$ cat src/rtl/serial_fa_ctrl.sv
// Bit-serial adder: one gate-level full adder reused for WIDTH cycles, LSB first,
// wrapped in an IDLE/RUN/DONE controller with a start/done handshake.

module _xor2 (
    input  logic a,
    input  logic b,
    output logic y
);
    assign y = a ^ b;
endmodule

module _and2 (
    input  logic a,
    input  logic b,
    output logic y
);
    assign y = a & b;
endmodule

module _or2 (
    input  logic a,
    input  logic b,
    output logic y
);
    assign y = a | b;
endmodule

// One-bit full adder built only from the two-input primitives.
module serial_fa_bit (
    input  logic a,
    input  logic b,
    input  logic c,
    output logic sum,
    output logic carry
);
    logic p;
    logic g;
    logic t;

    _xor2 u_xor_p   (.a(a), .b(b), .y(p));
    _xor2 u_xor_sum (.a(p), .b(c), .y(sum));
    _and2 u_and_g   (.a(a), .b(b), .y(g));
    _and2 u_and_t   (.a(c), .b(p), .y(t));
    _or2  u_or_cy   (.a(g), .b(t), .y(carry));
endmodule

module serial_fa_ctrl #(
    parameter int WIDTH = 8
) (
    input  logic             clk,
    input  logic             reset,
    input  logic             start,
    input  logic [WIDTH-1:0] a,
    input  logic [WIDTH-1:0] b,
    input  logic             cin,
    output logic             busy,
    output logic             done,
    output logic [WIDTH-1:0] s,
    output logic             cout,
    output logic             ovf
);
    localparam int CNT_W = $clog2(WIDTH);
    localparam logic [CNT_W-1:0] CNT_LAST = CNT_W'(WIDTH - 1);
    localparam logic [CNT_W-1:0] CNT_ONE  = CNT_W'(1);

    typedef enum logic [1:0] {
        IDLE = 2'd0,
        RUN  = 2'd1,
        DONE = 2'd2
    } state_t;

    state_t             state_q,  state_d;
    logic [WIDTH-1:0]   op_a_q,   op_a_d;
    logic [WIDTH-1:0]   op_b_q,   op_b_d;
    logic [WIDTH-1:0]   res_q,    res_d;
    logic               carry_q,  carry_d;
    logic [CNT_W-1:0]   cnt_q,    cnt_d;
    logic               cout_q,   cout_d;
    logic               ovf_q,    ovf_d;

    logic fa_sum;
    logic fa_carry;

    serial_fa_bit u_fa (
        .a     (op_a_q[0]),
        .b     (op_b_q[0]),
        .c     (carry_q),
        .sum   (fa_sum),
        .carry (fa_carry)
    );

    always_comb begin
        // NOTE: every _d starts from its _q so no path through the case can infer a latch.
        state_d = state_q;
        op_a_d  = op_a_q;
        op_b_d  = op_b_q;
        res_d   = res_q;
        carry_d = carry_q;
        cnt_d   = cnt_q;
        cout_d  = cout_q;
        ovf_d   = ovf_q;

        unique case (state_q)
            IDLE, DONE: begin
                // DONE with start is an implicit acknowledge; otherwise DONE lasts one cycle.
                if (start) begin
                    op_a_d  = a;
                    op_b_d  = b;
                    carry_d = cin;
                    cnt_d   = '0;
                    state_d = RUN;
                end else begin
                    state_d = IDLE;
                end
            end
            RUN: begin
                res_d   = {fa_sum, res_q[WIDTH-1:1]};
                op_a_d  = op_a_q >> 1;
                op_b_d  = op_b_q >> 1;
                carry_d = fa_carry;
                cnt_d   = cnt_q + CNT_ONE;
                if (cnt_q == CNT_LAST) begin
                    // carry_q here is the carry into the MSB.
                    cout_d  = fa_carry;
                    ovf_d   = carry_q ^ fa_carry;
                    cnt_d   = '0;
                    state_d = DONE;
                end
            end
            default: state_d = IDLE;
        endcase
    end

    always_ff @(posedge clk) begin
        // NOTE: sequential state uses non-blocking assignments so all flops update together.
        if (reset) begin
            state_q <= IDLE;
            op_a_q  <= '0;
            op_b_q  <= '0;
            res_q   <= '0;
            carry_q <= 1'b0;
            cnt_q   <= '0;
            cout_q  <= 1'b0;
            ovf_q   <= 1'b0;
        end else begin
            state_q <= state_d;
            op_a_q  <= op_a_d;
            op_b_q  <= op_b_d;
            res_q   <= res_d;
            carry_q <= carry_d;
            cnt_q   <= cnt_d;
            cout_q  <= cout_d;
            ovf_q   <= ovf_d;
        end
    end

    assign busy = (state_q == RUN);
    assign done = (state_q == DONE);
    assign s    = res_q;
    assign cout = cout_q;
    assign ovf  = ovf_q;

endmodule

$ cat config.mk
export PLATFORM = sky130hd
export DESIGN_NAME = serial_fa_ctrl
export DESIGN_NICKNAME = d
export VERILOG_FILES = /design/src/rtl/serial_fa_ctrl.sv
export SDC_FILE = /design/constraint.sdc
export NUM_CORES = 1
export LEC_CHECK = 0
export CORE_MARGIN = 2
export CORE_UTILIZATION = 25
export CTS_CLUSTER_SIZE = 20
export DETAILED_ROUTE_END_ITERATION = 8
export DONT_BUFFER_PORTS = 1
export GPL_TIMING_DRIVEN = 1
export REMOVE_ABC_BUFFERS = 1
export SLEW_MARGIN = 20
export SYNTH_ARGS = -nofsm -noshare
export SYNTH_HDL_FRONTEND = slang
export SYNTH_HIERARCHICAL = 1
export SYNTH_SLANG_ARGS = --single-unit
$ cat constraint.sdc
create_clock -name clk -period 2.3 [get_ports clk]
set_input_delay 0.46 -clock clk [delete_from_list [all_inputs] [get_ports clk]]
set_output_delay 0.46 -clock clk [all_outputs]
set_load 0.005 [all_outputs]
==> results.tsv, run 1 <==
stage	metric	value	unit
power	power_density	848.5	nW/um2
clocking	cts_sinks	32	
worst_hold_path	hold_path.class	in2reg	
final_layout	layout-drive-gt1-share	0.07975	
job	maxCapViolCount	0	
setup_path	cp_slowest_stage_delay	0.41	ns
timing	clock.fmax	0.6296	GHz
timing	tightest_slew	0.6660	ns
clocking	cts_resized	0	
synth	yosysWarnings	6	
synth	netlist_instances	167	
routing	via_per_inst	4.627	
setup_path	cp_max_fo	13	
die	fp.dieW	77.90	um
final_layout	finalInstanceArea	1483	um2
synth	synth_edf_count	0	
synth	syn-cell-area	1365	um2
timing	rsz0062_at_grt	false	
timing	finalCritPeriodShare	0.6906	
timing	drv_slew	0	
routing	drtIter0Drc	34	
power	leakagePower	0.5434	nW
synth	avgSynthCellArea	8.174	um2
synth	ys_seq_area_frac	0.4693	
routing	antenna_left	0	
setup_path	crit_arrival	1.13	ns
outcome	outcome	finished clean	
synth	synth.distinct_cells	24	
clocking	cts_buffers	5	
global_route	antenna_found_initial	0	
global_route	grt_first_pass_wirelength	4574	um
die	fp.dieH	77.90	um
final_layout	area_growth_syn_to_layout	8.616	%
clocking	clk_latency	0.28	ns
die	ios	32	
setup_path	critPathKind	reg2out	
clocking	cts_tree	done	
place	port_buffers	0	
timing	setup_viol	0	
power	peakVddDrop	0.0003460	V
clocking	clockBufferDepth	2	
setup_path	r2r_slack	0.85	ns
final_layout	layout_commonest_cell	nand2_1	
synth	dominantRegCellSynth	dfxtp_1	
clocking	cts_setup_buffers	0	
setup_path	required	1.84	ns
setup_path	endpoint_kind	output port	
final_layout	final_cell_mix	52 x nand2_1, 32 x dfxtp_1, 18 x nor2_1, 14 x a311oi_1, 14 x a21oi_1	
place	gp_congestion	0.6025	
place	dp.final_hpwl	1829	um
setup_path	crit_slowest_cell	dfxtp_1	
setup_path	crit_chain	nand2b_1, inv_2	
clocking	postCtsHoldBufs	0	
routing	vias	1078	
global_route	grt_pass1_vias	982	
routing	post_drt_wl_per_cell	12.03	um
clocking	clkSlewWorstSetupHoldPaths	0.07	ns
global_route	grt_max_degree	40	
die	placementRows	26	
synth	ys_ff_latch	32	
routing	drt-total-wl	2803	um
final_layout	n_antenna_cell	0	
die	dieArea	6068	um2
timing	setup-tns-final	0	ns
timing	layout_min_cycle_time	1.588	ns
setup_path	startpoint_type	register	
global_route	gr-usage-all-layers	0.09717	
die	coreArea	5172	um2
place	dpl_cell_area	1371	um2
final_layout	nNetsFinal	184	
global_route	grt-ovfl-total	0	
timing	skew	0.007316	ns
clocking	htreeDepth	2	
clocking	cts_root_buffer	clkbuf_8	
routing	drcViolationCount	0	
timing	relSlewSlack	0.5540	
routing	drt-pass1-iter-count	4	
synth	synthArstFlopShare	0	
die	start_util	0.2639	
timing	hold_viol_final	0	
-- kinds of logic after synthesis --
family          Yosys count  synth area share
simple gates             85            0.2631
flops                    32            0.4693
compound gates           31            0.1622
buf+inv                  14           0.06782
xor+xnor                  3           0.01925
fa+ha+maj                 2           0.01833
-- critical path, delay by kind of cell, from the launching register on --
kind | cells | cell delay, ns
and+or+nand+nor | 1 | 0.19
DFF | 1 | 0.41
buffers and inverters | 1 | 0.24
-- synthesized netlist by cell type (2+ instances only) --
library cell	number	area, um2
nand2_1	52	195.2
dfxtp_1	32	640.6
nor2_1	18	67.56
a21oi_1	14	70.07
a311oi_1	14	122.6
buf_4	6	45.04
nand3_1	6	30.03
clkbuf_1	3	11.26
xor2_1	3	26.28
and2_1	2	12.51
buf_2	2	10.01
buf_6	2	22.52
ha_1	2	25.02
-- layout make-up --
| type | instances | area (um2) |
|---|---|---|
| Inverter | 1 | 3.754 |
| Tap cell | 70 | 87.58 |
| Fill cell | 558 | 3690 |
| Multi-Input combinational cell | 121 | 631.9 |
| Sequential cell | 32 | 640.6 |
| Clock buffer | 5 | 68.82 |
| Timing Repair Buffer | 1 | 7.507 |
| Clock inverter | 3 | 42.54 |
-- per-stage QoR --
stage	cells	hold slack, ns	util	setup slack (ns)	power, mW
3_3_place_gp	225	0.4507	0.2651	0.7837	0.7327
6_report	233	0.2426	0.2866	0.7117	1.258
4_1_cts	233	0.2307	0.2866	0.6841	1.274
5_1_grt	233	0.2250	0.2866	0.5937	1.317
3_5_place_dp	225	0.4562	0.2651	0.7359	0.7361
2_1_floorplan	154	0.4422	-	0.3917	0.7090
-- flip-flops by register name, summed over array words and instances, names as in the netlist --
signal and flops:
state_q 2, carry_q 1, s 8, ovf 1
cnt_q 3, op_a_q 8, op_b_q 8, cout 1
-- layer usage --
layer,GRT usage,routed length (um)
met4,0.04211,31
met3,0.04419,231
met5,0,0
met1,0.1273,1349
met2,0.1362,1191
-- power by group --
| part | switching [mW] | internal (mW) |
|---|---|---|
| clock network | 0.215 | 0.320 |
| logic | 0.0709 | 0.0423 |
| registers | 0.0217 | 0.588 |
| total | 0.307 | 0.951 |
-- worst paths after layout --
kind	to	from	cells past startpoint
setup / recovery	busy	state_q[0]$_SDFFE_PP0P_	2
hold / removal	op_a_q[7]$_SDFFE_PP0P_	reset	1
setup reg to reg	op_b_q[2]$_SDFFE_PP0P_	state_q[1]$_SDFFE_PP0P_	4
hold reg to reg	op_a_q[7]$_SDFFE_PP0P_	op_a_q[7]$_SDFFE_PP0P_	2
Power figures use the tool's default switching activity.
==> run 2, diff against run 1 <==
==> constraint.sdc (replaced) <==
create_clock -name clk -period 1.6 [get_ports clk]
set_input_delay 0.32 -clock clk [delete_from_list [all_inputs] [get_ports clk]]
set_output_delay 0.32 -clock clk [all_outputs]
set_load 0.005 [all_outputs]
==> run 2 against run 1 <==
Register-to-register slack worse by 0.60 ns. Hold slack worse by 0.13 ns. Non-clock buffer count up 2. Cell area down 0.42%. Setup slack worse by 0.51 ns. Global-route usage up 0.48 points. Sequential power up 44%. Final cell count up 0.43%. Flip-flop and latch count unchanged. Clock skew about the same. Count of clock-buffer cells in the layout up 1. Critical path type unchanged. Largest power group unchanged. Highest routed layer unchanged.
==> results.tsv, run 2 (synthesis gave the netlist of run 1 again) <==
stage	metric	value	unit	change
final_layout	n_antenna_cell	0		unchanged
place	port_buffers	0		unchanged
power	peakVddDrop	0.0004456	V	was 0.0003460 V
routing	top_layer_used	met4		unchanged
power	sw_frac_of_total	0.2510		was 0.2444
power	internal-power	1.212	mW	was 0.9506 mW
die	dieArea	6068	um2	unchanged
setup_path	endpoint_kind	output port		unchanged
routing	antenna_left	0		unchanged
die	fp.dieH	77.90	um	unchanged
global_route	grt_max_degree	37		was 40
clocking	postCtsHoldBufs	0		unchanged
die	start_util	0.2639		unchanged
setup_path	crit_slowest_cell	dfxtp_1		unchanged
die	coreArea	5172	um2	unchanged
power	pwr-share-comb	0.109		was 0.090
clocking	clk_latency	0.27	ns	was 0.28 ns
timing	clock.fmax	0.7128	GHz	
routing	met1_length	1387	um	was 1349 um
power	p_switching	0.4059	mW	was 0.3074 mW
power	clockPowerShare	0.350		was 0.425
power	leakagePower	0.5453	nW	was 0.5434 nW
routing	route.met3.wl	239	um	was 231 um
routing	drtIter0Drc	28		was 34
clocking	clockBufferDepth	2		unchanged
power	p_seq_frac	0.541		was 0.485
routing	drt-total-wl	2822	um	was 2803 um
setup_path	cp_slowest_stage_delay	0.41	ns	about the same
setup_path	critPathKind	reg2out		unchanged
timing	rsz0062_at_grt	false		unchanged
timing	layout_min_cycle_time	1.403	ns	
routing	via_per_inst	4.547		was 4.627
power	power_density	1096	nW/um2	was 848.5 nW/um2
setup_path	cpLargestDelayFamily	flip-flops		unchanged
worst_hold_path	hold_path.class	in2reg		unchanged
final_layout	layout-drive-gt1-share	0.07927		was 0.07975
setup_path	startpoint_type	register		unchanged
outcome	outcome	finished clean		unchanged
timing	finalCritPeriodShare	0.8768		
setup_path	crit_chain	nand2b_1, inv_2		unchanged
routing	drt-pass1-iter-count	5		was 4
global_route	grt-ovfl-total	0		unchanged
global_route	grt_first_pass_wirelength	4899	um	was 4574 um
setup_path	crit_arrival	1.08	ns	was 1.13 ns
final_layout	final_cell_mix	52 x nand2_1, 32 x dfxtp_1, 18 x nor2_1, 14 x a311oi_1, 14 x a21oi_1		unchanged
clocking	cts_root_buffer	clkbuf_8		unchanged
final_layout	layout_commonest_cell	nand2_1		unchanged
clocking	clkSlewWorstSetupHoldPaths	0.07	ns	about the same
routing	vias	1064		was 1078
final_layout	area_growth_syn_to_layout	8.158	%	was 8.616%
clocking	cts_buffers	5		unchanged
die	placementRows	26		unchanged
clocking	cts_sinks	32		unchanged
setup_path	cp_max_fo	13		unchanged
global_route	antenna_found_initial	0		unchanged
global_route	gr-usage-all-layers	0.1019		was 0.09717
setup_path	required	1.28	ns	was 1.84 ns
timing	relSlewSlack	0.7281		was 0.5540
clocking	cts_setup_buffers	0		unchanged
die	ios	32		unchanged
routing	dr_wl_met2	1184	um	was 1191 um
routing	drcViolationCount	0		unchanged
routing	post_drt_wl_per_cell	12.06	um	was 12.03 um
clocking	cts_tree	done		unchanged
timing	hold_viol_final	0		unchanged
setup_path	cp.buffers_inverters	1		unchanged
timing	setup-tns-final	0	ns	unchanged
place	dp.final_hpwl	1812	um	was 1829 um
global_route	grt_pass1_vias	1028		was 982
place	gp_congestion	0.6922		was 0.6025
timing	setup_viol	0		unchanged
clocking	cts_resized	0		unchanged
timing	drv_slew	0		unchanged
final_layout	nNetsFinal	186		was 184
clocking	htreeDepth	2		unchanged
timing	skew	0.007695	ns	was 0.007316 ns
job	maxCapViolCount	0		unchanged
power	power	1.617	mW	was 1.258 mW
timing	holdWs	0.1157	ns	was 0.2426 ns
die	fp.dieW	77.90	um	unchanged
timing	tightest_slew	0.4078	ns	was 0.6660 ns
==> run 2: cell count changes in the layout (fill, tap and decap cells not counted) <==
cell        previous run  this run
buf_12                 0         1
buf_4                  1         2
bufinv_16              1         0
clkbuf_1               0         1
clkinvlp_4             1         0
==> run 2: power by group through the flow <==
stage | sequential (mW) | clock, mW | combinational [mW]
2_1_floorplan | 0.887 | 0 | 0.132
3_3_place_gp | 0.892 | 0 | 0.174
3_5_place_dp | 0.893 | 0 | 0.179
4_1_cts | 0.876 | 0.586 | 0.179
5_1_grt | 0.881 | 0.626 | 0.205
6_report | 0.876 | 0.566 | 0.176
==> run 2: worst paths after layout <==
path	end	slack, ns	from	depth (start not counted)
max reg2reg	ovf$_SDFFE_PP0P_	0.25	op_b_q[0]$_SDFFE_PP0P_	6
max	busy	0.20	state_q[0]$_SDFFE_PP0P_	2
min reg2reg	op_a_q[7]$_SDFFE_PP0P_	0.47	op_a_q[7]$_SDFFE_PP0P_	2
min	op_b_q[4]$_SDFFE_PP0P_	0.12	reset	1
==> run 2: area by class of cell <==
| type | instances | area (um2) |
|---|---|---|
| fillers | 560 | 3696 |
| flip-flops and latches | 32 | 640.6 |
| multi-input cells | 121 | 631.9 |
| well taps | 70 | 87.58 |
| clock buffers | 6 | 72.57 |
| repair buffers | 3 | 35.03 |
| clock inverters | 1 | 5.005 |
| inverters | 1 | 3.754 |
==> run 2: metal layers <==
layer,track usage,vias up
li1,-,555
met1,0.1392,472
met4,0.02105,0
met3,0.04767,2
met5,0,-
met2,0.1466,35
==> run 2: stage by stage <==
step / setup WS (ns) / cells / area [um2] / util
3_5_place_dp: 0.2641 / 227 / 1399 / 0.2704
6_report: 0.1971 / 234 / 1476 / 0.2854
4_1_cts: 0.1853 / 234 / 1476 / 0.2854
2_1_floorplan: -0.1882 / 154 / 1276 / -
3_3_place_gp: 0.2959 / 227 / 1399 / 0.2704
5_1_grt: 0.08284 / 234 / 1476 / 0.2854
